### src/rtl/counter_pkg.sv
// Shared types and parameter checks for the loadable up/down counter.
package counter_pkg;

   typedef enum logic {
      DOWN = 1'b0,
      UP   = 1'b1
   } dir_e;

   typedef enum logic {
      WRAP = 1'b0,
      SAT  = 1'b1
   } bnd_policy_e;

   // True when max_count fits in a width-bit counter (widths 1..32).
   function automatic bit max_count_ok(input int width, input int unsigned max_count);
      longint unsigned limit;
      if (width < 1 || width > 32) return 1'b0;
      limit = (64'd1 << width) - 64'd1;
      return ({32'd0, max_count} <= limit);
   endfunction

endpackage

### src/rtl/counter_prescaler.sv
// Clock-enable divider: asserts step_out on every PRESCALE-th enabled cycle.
module counter_prescaler #(
   parameter int PRESCALE = 4
) (
   input  logic clock,
   input  logic reset,
   input  logic clr,
   input  logic enable,
   output logic step_out
);

   localparam int CW = (PRESCALE > 1) ? $clog2(PRESCALE) : 1;
   localparam logic [CW-1:0] LAST = CW'(PRESCALE - 1);

   logic [CW-1:0] cnt;

   assign step_out = enable && (cnt == LAST);

   // Disabled cycles freeze the phase so a gap in enable delays the step.
   always_ff @(posedge clock) begin
      if (reset || clr) begin
         cnt <= '0;
      end else if (enable) begin
         if (cnt == LAST) cnt <= '0;
         else             cnt <= cnt + CW'(1);
      end
   end

endmodule

### src/rtl/updown_counter_mod.sv
// Parametrised loadable up/down counter with modulo bound and wrap/saturate policy.
// Optional macro COUNTER_PRESCALE_EN gates counting through counter_prescaler.
module updown_counter_mod
   import counter_pkg::*;
#(
   parameter int          WIDTH     = 4,
   parameter int unsigned MAX_COUNT = (32'd1 << WIDTH) - 32'd1,
   parameter int          PRESCALE  = 4
) (
   input  logic             clock,
   input  logic             reset,
   input  logic [WIDTH-1:0] data_in,
   input  logic             load,
   input  logic             mode,
   input  logic             enable,
   input  logic             sat_mode,
   input  logic             clr_flags,
   output logic [WIDTH-1:0] data_out,
   output logic             tc,
   output logic             bnd_flag,
   output logic             load_err
);

   if (!max_count_ok(WIDTH, MAX_COUNT)) begin : g_bad_max
      $fatal(1, "updown_counter_mod: MAX_COUNT does not fit in WIDTH bits");
   end
   if (PRESCALE < 1) begin : g_bad_prescale
      $fatal(1, "updown_counter_mod: PRESCALE must be >= 1");
   end

   localparam logic [WIDTH-1:0] MAX_VAL = MAX_COUNT[WIDTH-1:0];

   dir_e        dir;
   bnd_policy_e policy;
   logic        step;
   logic        at_top;
   logic        at_bottom;

   assign dir       = dir_e'(mode);
   assign policy    = bnd_policy_e'(sat_mode);
   assign at_top    = (data_out == MAX_VAL);
   assign at_bottom = (data_out == '0);

`ifdef COUNTER_PRESCALE_EN
   counter_prescaler #(
      .PRESCALE (PRESCALE)
   ) u_prescaler (
      .clock    (clock),
      .reset    (reset),
      .clr      (load),
      .enable   (enable),
      .step_out (step)
   );
`else
   assign step = enable;
`endif

   // Flag sets are written after the clear so a same-edge set wins.
   always_ff @(posedge clock) begin
      if (reset) begin
         data_out <= '0;
         tc       <= 1'b0;
         bnd_flag <= 1'b0;
         load_err <= 1'b0;
      end else begin
         tc <= 1'b0;
         if (clr_flags) begin
            bnd_flag <= 1'b0;
            load_err <= 1'b0;
         end
         if (load) begin
            if (data_in > MAX_VAL) begin
               data_out <= MAX_VAL;
               load_err <= 1'b1;
            end else begin
               data_out <= data_in;
            end
         end else if (step) begin
            if (dir == UP) begin
               if (at_top) begin
                  tc       <= 1'b1;
                  bnd_flag <= 1'b1;
                  if (policy == WRAP) data_out <= '0;
               end else begin
                  data_out <= data_out + WIDTH'(1);
               end
            end else begin
               if (at_bottom) begin
                  tc       <= 1'b1;
                  bnd_flag <= 1'b1;
                  if (policy == WRAP) data_out <= MAX_VAL;
               end else begin
                  data_out <= data_out - WIDTH'(1);
               end
            end
         end
      end
   end

endmodule

### config.mk
export PLATFORM = sky130hd
export DESIGN_NAME = updown_counter_mod
export DESIGN_NICKNAME = d
export VERILOG_FILES = /design/src/rtl/counter_pkg.sv /design/src/rtl/counter_prescaler.sv /design/src/rtl/updown_counter_mod.sv
export SDC_FILE = /design/constraint.sdc
export NUM_CORES = 1
export LEC_CHECK = 0
export BUFFER_PORTS_ARGS = -buffer_cell sky130_fd_sc_hd__buf_2
export CORE_MARGIN = 5
export CORE_UTILIZATION = 31
export CTS_BUF_LIST = sky130_fd_sc_hd__clkbuf_16
export DETAILED_ROUTE_END_ITERATION = 10
export PLACE_DENSITY_LB_ADDON = 0.12
export SETUP_SLACK_MARGIN = 0.5
export SYNTH_ARGS = -nofsm -noshare
export SYNTH_HDL_FRONTEND = slang
export SYNTH_SLANG_ARGS = --single-unit
### constraint.sdc
create_clock -name clock -period 1.5 [get_ports clock]
set_input_delay 0.225 -clock clock [delete_from_list [all_inputs] [get_ports clock]]
set_output_delay 0.225 -clock clock [all_outputs]
set_load 0.005 [all_outputs]
After elaboration in Yosys (flattened, before gate mapping)
Cells that the tools add are included.
- bits in read-only memories: 0
- register bits: 7
- latch bits: 0
- memories kept: 0
- input port bits: 11
- RAM bits: 0
- reduce and logical (&&, ||, !) cells: 4
- bitwise operators: 1
- add/subtract/negate cells: 2
- divide/modulo/power cells: 0
- equality and inequality tests: 3
- multipliers: 0
- shift operators: 0
- order comparisons: 1
- muxes and demuxes: 20
- operator list (cell ; number):
    two-way mux 4 bit ; 8
    two-way mux 1 bit ; 12
    != test 4 bit (second input constant) ; 2
    adder 4 x 1 -> 4 bit (second input constant) ; 1
    == test 4 bit (second input constant) ; 1
    greater-than comparator 4 bit (second input constant) ; 1
    zero test 4 bit ; 1
    subtractor 4 x 1 -> 4 bit (second input constant) ; 1
    AND reduction 3 bit ; 1
    OR reduction 3 bit ; 1
    nonzero test 2 bit ; 1
    NOT 1 bit ; 1

Depth between registers and ports, before layout
Gate-level depths: netlist (run 1).
- depth in word-level cells: 5
- gate-level depth with buffers: 7
- depth with buffers taken out: 7

Worst setup path after synthesis (run 1)
OpenSTA, ideal clock, no wires.
- path kind: reg2reg
- start point: register data_out[0]
- end point: register data_out[0]
- clock period less this slack: 1.488 ns
- library setup time: 0.079 ns
- cell stages (with the launch flop): 8
- setup slack: 0.012 ns
- data arrival time: 1.409 ns
- path through: dfxtp_1 -> inv_1 -> ha_1 -> nor4b_4 -> o21ai_2 -> nand2_2 -> xnor2_1 -> a211oi_2
- longest elaborated chain between the ends: 5
- elaborated cells between the ends (all ways): 12
- classes of those cells: add/sub: 2; eq/ne: 3; mux: 5; reduce/logical: 2
- RTL lines (item ; line ; text):
    from (decl) ; updown_counter_mod.sv:18 ; output logic [WIDTH-1:0] data_out,
    from (signal assigned) ; updown_counter_mod.sv:76 ; data_out <= data_in;
    from (signal assigned) ; updown_counter_mod.sv:85 ; data_out <= data_out + WIDTH'(1);
    from (signal assigned) ; updown_counter_mod.sv:93 ; data_out <= data_out - WIDTH'(1);
    subtractor 4 x 1 -> 4 bit (tied with other cells) ; updown_counter_mod.sv:93 ;
    two-way mux 4 bit, on equally long branches ; updown_counter_mod.sv:88, updown_counter_mod.sv:80 ;
    two-way mux 4 bit ; updown_counter_mod.sv:79 ; if (dir == UP) begin
    two-way mux 4 bit ; updown_counter_mod.sv:78 ; end else if (step) begin
    two-way mux 4 bit ; updown_counter_mod.sv:71 ; if (load) begin
Several ways; a longest one is shown, not always the timed one. The select of a mux whose other input is x is not followed.
A chain may end at the register's enable or synchronous reset.

Final worst setup path (run 1)
- start point: register data_out[1]
- end point: register data_out[3]
The elaborated chain is that of the path after synthesis.

==> results of run 1 <==
==> critical path: stages, from the launching register on <==
cell and delay [ns]:
dfxtp_4 0.38, inv_4 0.05, ha_4 0.15, nor4b_4 0.13
o21ai_4 0.15, nand2_2 0.10, a31oi_1 0.17, o22ai_1 0.11
==> logic make-up after synthesis <==
kind of cell    synth area share
compound gates             0.268
mux                       0.0496
flops                      0.327
simple gates               0.184
fa+ha+maj                 0.0583
buf+inv                   0.0525
xor+xnor                  0.0612
==> through the flow <==
| stage | worst slack, ns | total power, mW | util | std cells | hold slack [ns] |
|---|---|---|---|---|---|
| floorplan | 0.156 | 0.311 | - | 45 | 0.280 |
| global placement | 0.0641 | 0.354 | 0.440 | 76 | 0.438 |
| detailed placement | 0.0539 | 0.355 | 0.440 | 76 | 0.442 |
| CTS | 0.0780 | 0.843 | 0.554 | 87 | 0.230 |
| global route | 0.0554 | 0.888 | 0.564 | 88 | 0.247 |
| finish | 0.133 | 0.844 | 0.564 | 88 | 0.229 |
==> power breakdown <==
group	switching, mW	leakage (nW)	internal (mW)
combinational	0.0712	0.257	0.0919
clock	0.108	0.0409	0.350
sequential	0.0237	0.0599	0.199
total	0.203	0.357	0.641
==> worst min path at each step <==
stage	slack, ns	from	end
after global placement	0.44	load_err	load_err
after global routing	0.25	reset	data_out[0]
after detailed placement	0.44	load_err	load_err
after CTS	0.23	reset	data_out[0]
final	0.23	reset	data_out[0]
after floorplan	0.28	reset	data_out[0]
==> layout by cell type (no fill, tap or decap), types with 2 or more instances in the layout <==
| master | netlist | layout |
|---|---|---|
| a21oi_1 | 2 | 2 |
| a31oi_1 | 4 | 4 |
| nor2_1 | 2 | 2 |
| o31ai_1 | 2 | 2 |
| clkbuf_16 | 0 | 3 |
| a21o_1 | 2 | 2 |
| xor2_1 | 2 | 2 |
| o22ai_1 | 2 | 2 |
| inv_4 | 0 | 2 |
| buf_2 | 0 | 17 |
| dfxtp_4 | 0 | 4 |
| ha_4 | 0 | 2 |
| dfxtp_1 | 7 | 3 |
| buf_4 | 1 | 7 |
| inv_1 | 4 | 2 |
| and2_1 | 3 | 3 |
==> state kept, by name (all words and copies together), names as in the netlist <==
register  flops
data_out      4
bnd_flag      1
load_err      1
tc            1
==> layer usage <==
| metal | track usage | wire length, um |
|---|---|---|
| met4 | 0.0497 | 17 |
| met5 | 0 | 0 |
| met2 | 0.222 | 639 |
| met1 | 0.142 | 451 |
| met3 | 0.0690 | 83 |
==> what timing repair did <==
item,4_1_cts,5_1_grt
pin swaps,6,3
gates resized for setup,4,2
gates cloned,0,0
setup endpoints to repair,8,8
setup buffers,7,1
==> layout make-up <==
cell class,count,area (um2)
inverter,4,20.0
fill,126,567
multi-input combinational,33,312
clock inverter,1,5.00
clock buffer,3,75.1
tap,15,18.8
sequential,7,155
timing repair buffer,25,149
==> results_dict.tcl, run 1 <==
set metrics [dict create \
    status "complete, no violations" \
    start_util 0.330 \
    wirelength_mm 1.19 \
    antenna_cells 0 \
    synth_top_area_cell "dfxtp_1" \
    core_mm2 0.00130 \
    num-nets-final 87 \
    boundaryPins 18 \
    regToRegStartpoint "data_out[1]" \
    hold_path_class "primary input to register" \
    skew_ns 0.00142 \
    synth_top_area_frac 0.327 \
    critical_path.startpoint "data_out[1]" \
    syn_inst 45 \
    via_per_inst 5.05 \
    hold_path_depth 2 \
    die_h_um 47.2 \
    ys_ff_latch 7 \
    crit_end "data_out[3]" \
    place.port_buffers 17 \
    grt_pass1_vias 426 \
    setup_viol 0 \
    tightest_slew_ns 0.304 \
    die_w_um 47.2 \
    drc_errors 0 \
    cts-hold-fix-buffers 0 \
    seq_area_frac_synth 0.327 \
    grt_max_degree 9 \
    yosysMostFrequentCell "dfxtp_1" \
    dr.pass1.iters 2 \
    rsz0062_at_grt "true" \
    critPathArrivalTime_ns 1.47 \
    leakagePower_nw 0.357 \
    timing.slew.headroom 0.797 \
    hpwl_um 840 \
    rows 13 \
    worstSetupPathType "register to register" \
    num_vias 444 \
    synth_async_sr_flop_share 0 \
    design_area_um2 734 \
    ys_warn_count 0 \
    hold_violations 0 \
    dominantRegCellSynth "dfxtp_1" \
    syn_area_per_cell_um2 9.54 \
    antenna_found_initial 0 \
    clock-sinks 7 \
    ys_top_cells_by_area "dfxtp_1, a31oi_1, ha_1, nor4b_4, and2_1" \
    grt_overflow 0 \
    r2r-end "data_out[3]" \
    synth_nets 58 \
    clk_latency_ns 0.23 \
    max-vdd-ir-drop_v 0.000849 \
    postPlaceCellArea_um2 573 \
    maxCapViolCount 0 \
    cts_buffers 3 \
    drive_above_1_share 0.616 \
    gr-usage-all-layers 0.133 \
    timing.setup.tns_ns 0 \
    period_share 0.911 \
    cp_max_fo 4 \
    htreeDepth 1 \
    synth_edf_count 0 \
    r2r_slack_ns 0.13 \
    die-area_mm2 0.00223 \
    maxSlewViolCount 0 \
    cts_tree "built" \
    critPathLaunchType "register" \
    cp.required_ns 1.61 \
    fmax_mhz 732 \
    reg2regPathDepth 7 \
    cts_root_buf "clkbuf_16" \
    area_delta_synth_final_pct 71.1 \
    wl_per_cell_um 13.5 \
    period_needed_ns 1.37 \
    ctsLongestPathBuffers 2 \
    drt_iter0_drc 3 \
    final_antenna_net_count 0 \
    yosysUniqueCellTypes 24 \
    synth_area_um2 429 \
    gp_congestion 0.739 \
    ys_top_cells_by_count "dfxtp_1, a31oi_1, inv_1" \
    grt_pass1_wl_mm 1.93 \
    power.density_mw_per_mm2 1150 \
    end_kind "register" \
    clkTransAtPathRegs_ns 0.04 \
]
Note: power is estimated with default switching activity, not from simulation.
==> run 2, diff against run 1 <==
Settings changed: GPL_ROUTABILITY_DRIVEN set to 0.
Clock period 1.5 ns to 1.66 ns, I/O delays scaled along.
==> results_dict.tcl, run 2 (synthesized netlist as in run 1, its figures left out) <==
set metrics [dict create \
    boundaryPins 18 \
    antenna_found_initial 0 \
    status "complete, no violations" \
    power_mw 0.760 \
    dr.pass1.iters 2 \
    clkPwrFrac 0.554 \
    final_antenna_net_count 0 \
    end_kind "register" \
    cp_max_fo 4 \
    multi_input_area_um2 312 \
    postPlaceCellArea_um2 573 \
    ctsLongestPathBuffers 2 \
    die-area_mm2 0.00223 \
    start_util 0.330 \
    fillCellCount 131 \
    regMostFlops "data_out" \
    largest_reg_flops 4 \
    place.port_buffers 17 \
    cts_tree "built" \
    skew_ns 0.00196 \
    core_mm2 0.00130 \
    timing.slew.headroom 0.808 \
    worstSetupPathType "register to register" \
    grt_pass1_vias 485 \
    switchingPower_mw 0.187 \
    rows 13 \
    mostFrequentLayoutCells "buf_2, buf_4, a31oi_1" \
    num-nets-final 85 \
    drt_iter0_drc 5 \
    p_int_mw 0.573 \
    drive_above_1_share 0.606 \
    fmax_mhz 715 \
    drc_errors 0 \
    wirelength_mm 1.18 \
    tightest_slew_ns 0.287 \
    final_common_cell "buf_2" \
    cp.required_ns 1.81 \
    rsz0062_at_grt "true" \
    maxSlewViolCount 0 \
    cts_buffers 3 \
    period_share 0.843 \
    grt_max_degree 9 \
    critPathArrivalTime_ns 1.55 \
    grt_pass1_wl_mm 1.99 \
    cts-hold-fix-buffers 0 \
    die_h_um 47.2 \
    via_per_inst 5.12 \
    gr-usage-all-layers 0.138 \
    critPathLaunchType "register" \
    die_w_um 47.2 \
    power.density_mw_per_mm2 1070 \
    grt_overflow 0 \
    hold_ws_ns 0.228 \
    cts_root_buf "clkbuf_16" \
    wl_per_cell_um 13.7 \
    period_needed_ns 1.40 \
    swShare 0.246 \
    maxCapViolCount 0 \
    clk_latency_ns 0.24 \
    hold_violations 0 \
    clock-sinks 7 \
    leakagePower_nw 0.346 \
    setup_viol 0 \
    htreeDepth 1 \
    combPwrFrac 0.181 \
    hpwl_um 825 \
    design_area_um2 711 \
    num_vias 440 \
    max-vdd-ir-drop_v 0.000727 \
    power_frac_seq 0.265 \
    hold_path_class "primary input to register" \
    area_delta_synth_final_pct 65.6 \
    seqCellArea_um2 150 \
    antenna_cells 0 \
    clkTransAtPathRegs_ns 0.04 \
    timing.setup.tns_ns 0 \
]
## run 2: changes by cell type in the layout (fill, tap and decap cells not counted), sizes merged
cell	previous run	this run
buf	25	23
## run 2: per-stage QoR
stage               setup slack [ns]   util  std cells
CTS                            0.259  0.546         86
global placement               0.259  0.440         76
detailed placement             0.235  0.440         76
floorplan                      0.316      -         45
finish                         0.261  0.546         86
global route                   0.190  0.546         86
## run 2: path summary, 6_finish.rpt
| kind | start | to | slack [ns] | cells past startpoint |
|---|---|---|---|---|
| hold reg to reg | bnd_flag | bnd_flag | 0.46 | 1 |
| setup reg to reg | data_out[1] | data_out[0] | 0.26 | 6 |
| hold / removal | reset | data_out[0] | 0.23 | 2 |
| setup / recovery | data_out[1] | data_out[0] | 0.26 | 6 |
## run 2: final cells by class
cell class,instances,area share
inverters,4,0.0282
well taps,15,0.0264
flip-flops and latches,7,0.211
repair buffers,23,0.183
clock buffers,3,0.106
clock inverters,1,0.00704
multi-input cells,33,0.438
## run 2: power groups by stage
stage	registers [mW]	clock network [mW]	logic (mW)
2_1_floorplan	0.197	0	0.0840
3_3_place_gp	0.204	0	0.117
3_5_place_dp	0.204	0	0.117
4_1_cts	0.202	0.418	0.137
5_1_grt	0.204	0.443	0.152
6_report	0.202	0.421	0.138
## run 2: critical path, cell delays in order (launching register included)
cell,delay (ns)
dfxtp_4,0.36
ha_4,0.16
and4_4,0.20
o21ai_4,0.18
nand2_2,0.11
xnor2_2,0.14
a211oi_2,0.16
## run 2: repair_timing
| action | in CTS | in global routing |
|---|---|---|
| buffers inserted | 6 | 0 |
| pin swaps | 7 | 4 |
| gates resized for setup | 3 | 0 |
| endpoints found under the setup margin | 8 | 6 |
| gates cloned | 0 | 0 |
## run 2: metal layers
layer / routed length [um] / vias to the layer above / global-route usage / share of wire
met2: 557 / 13 / 0.209 / 0.47
met5: 0 / - / 0 / 0
met4: 54 / 0 / 0.122 / 0.046
met1: 499 / 198 / 0.138 / 0.42
li1: - / 222 / - / -
met3: 71 / 7 / 0.0690 / 0.060
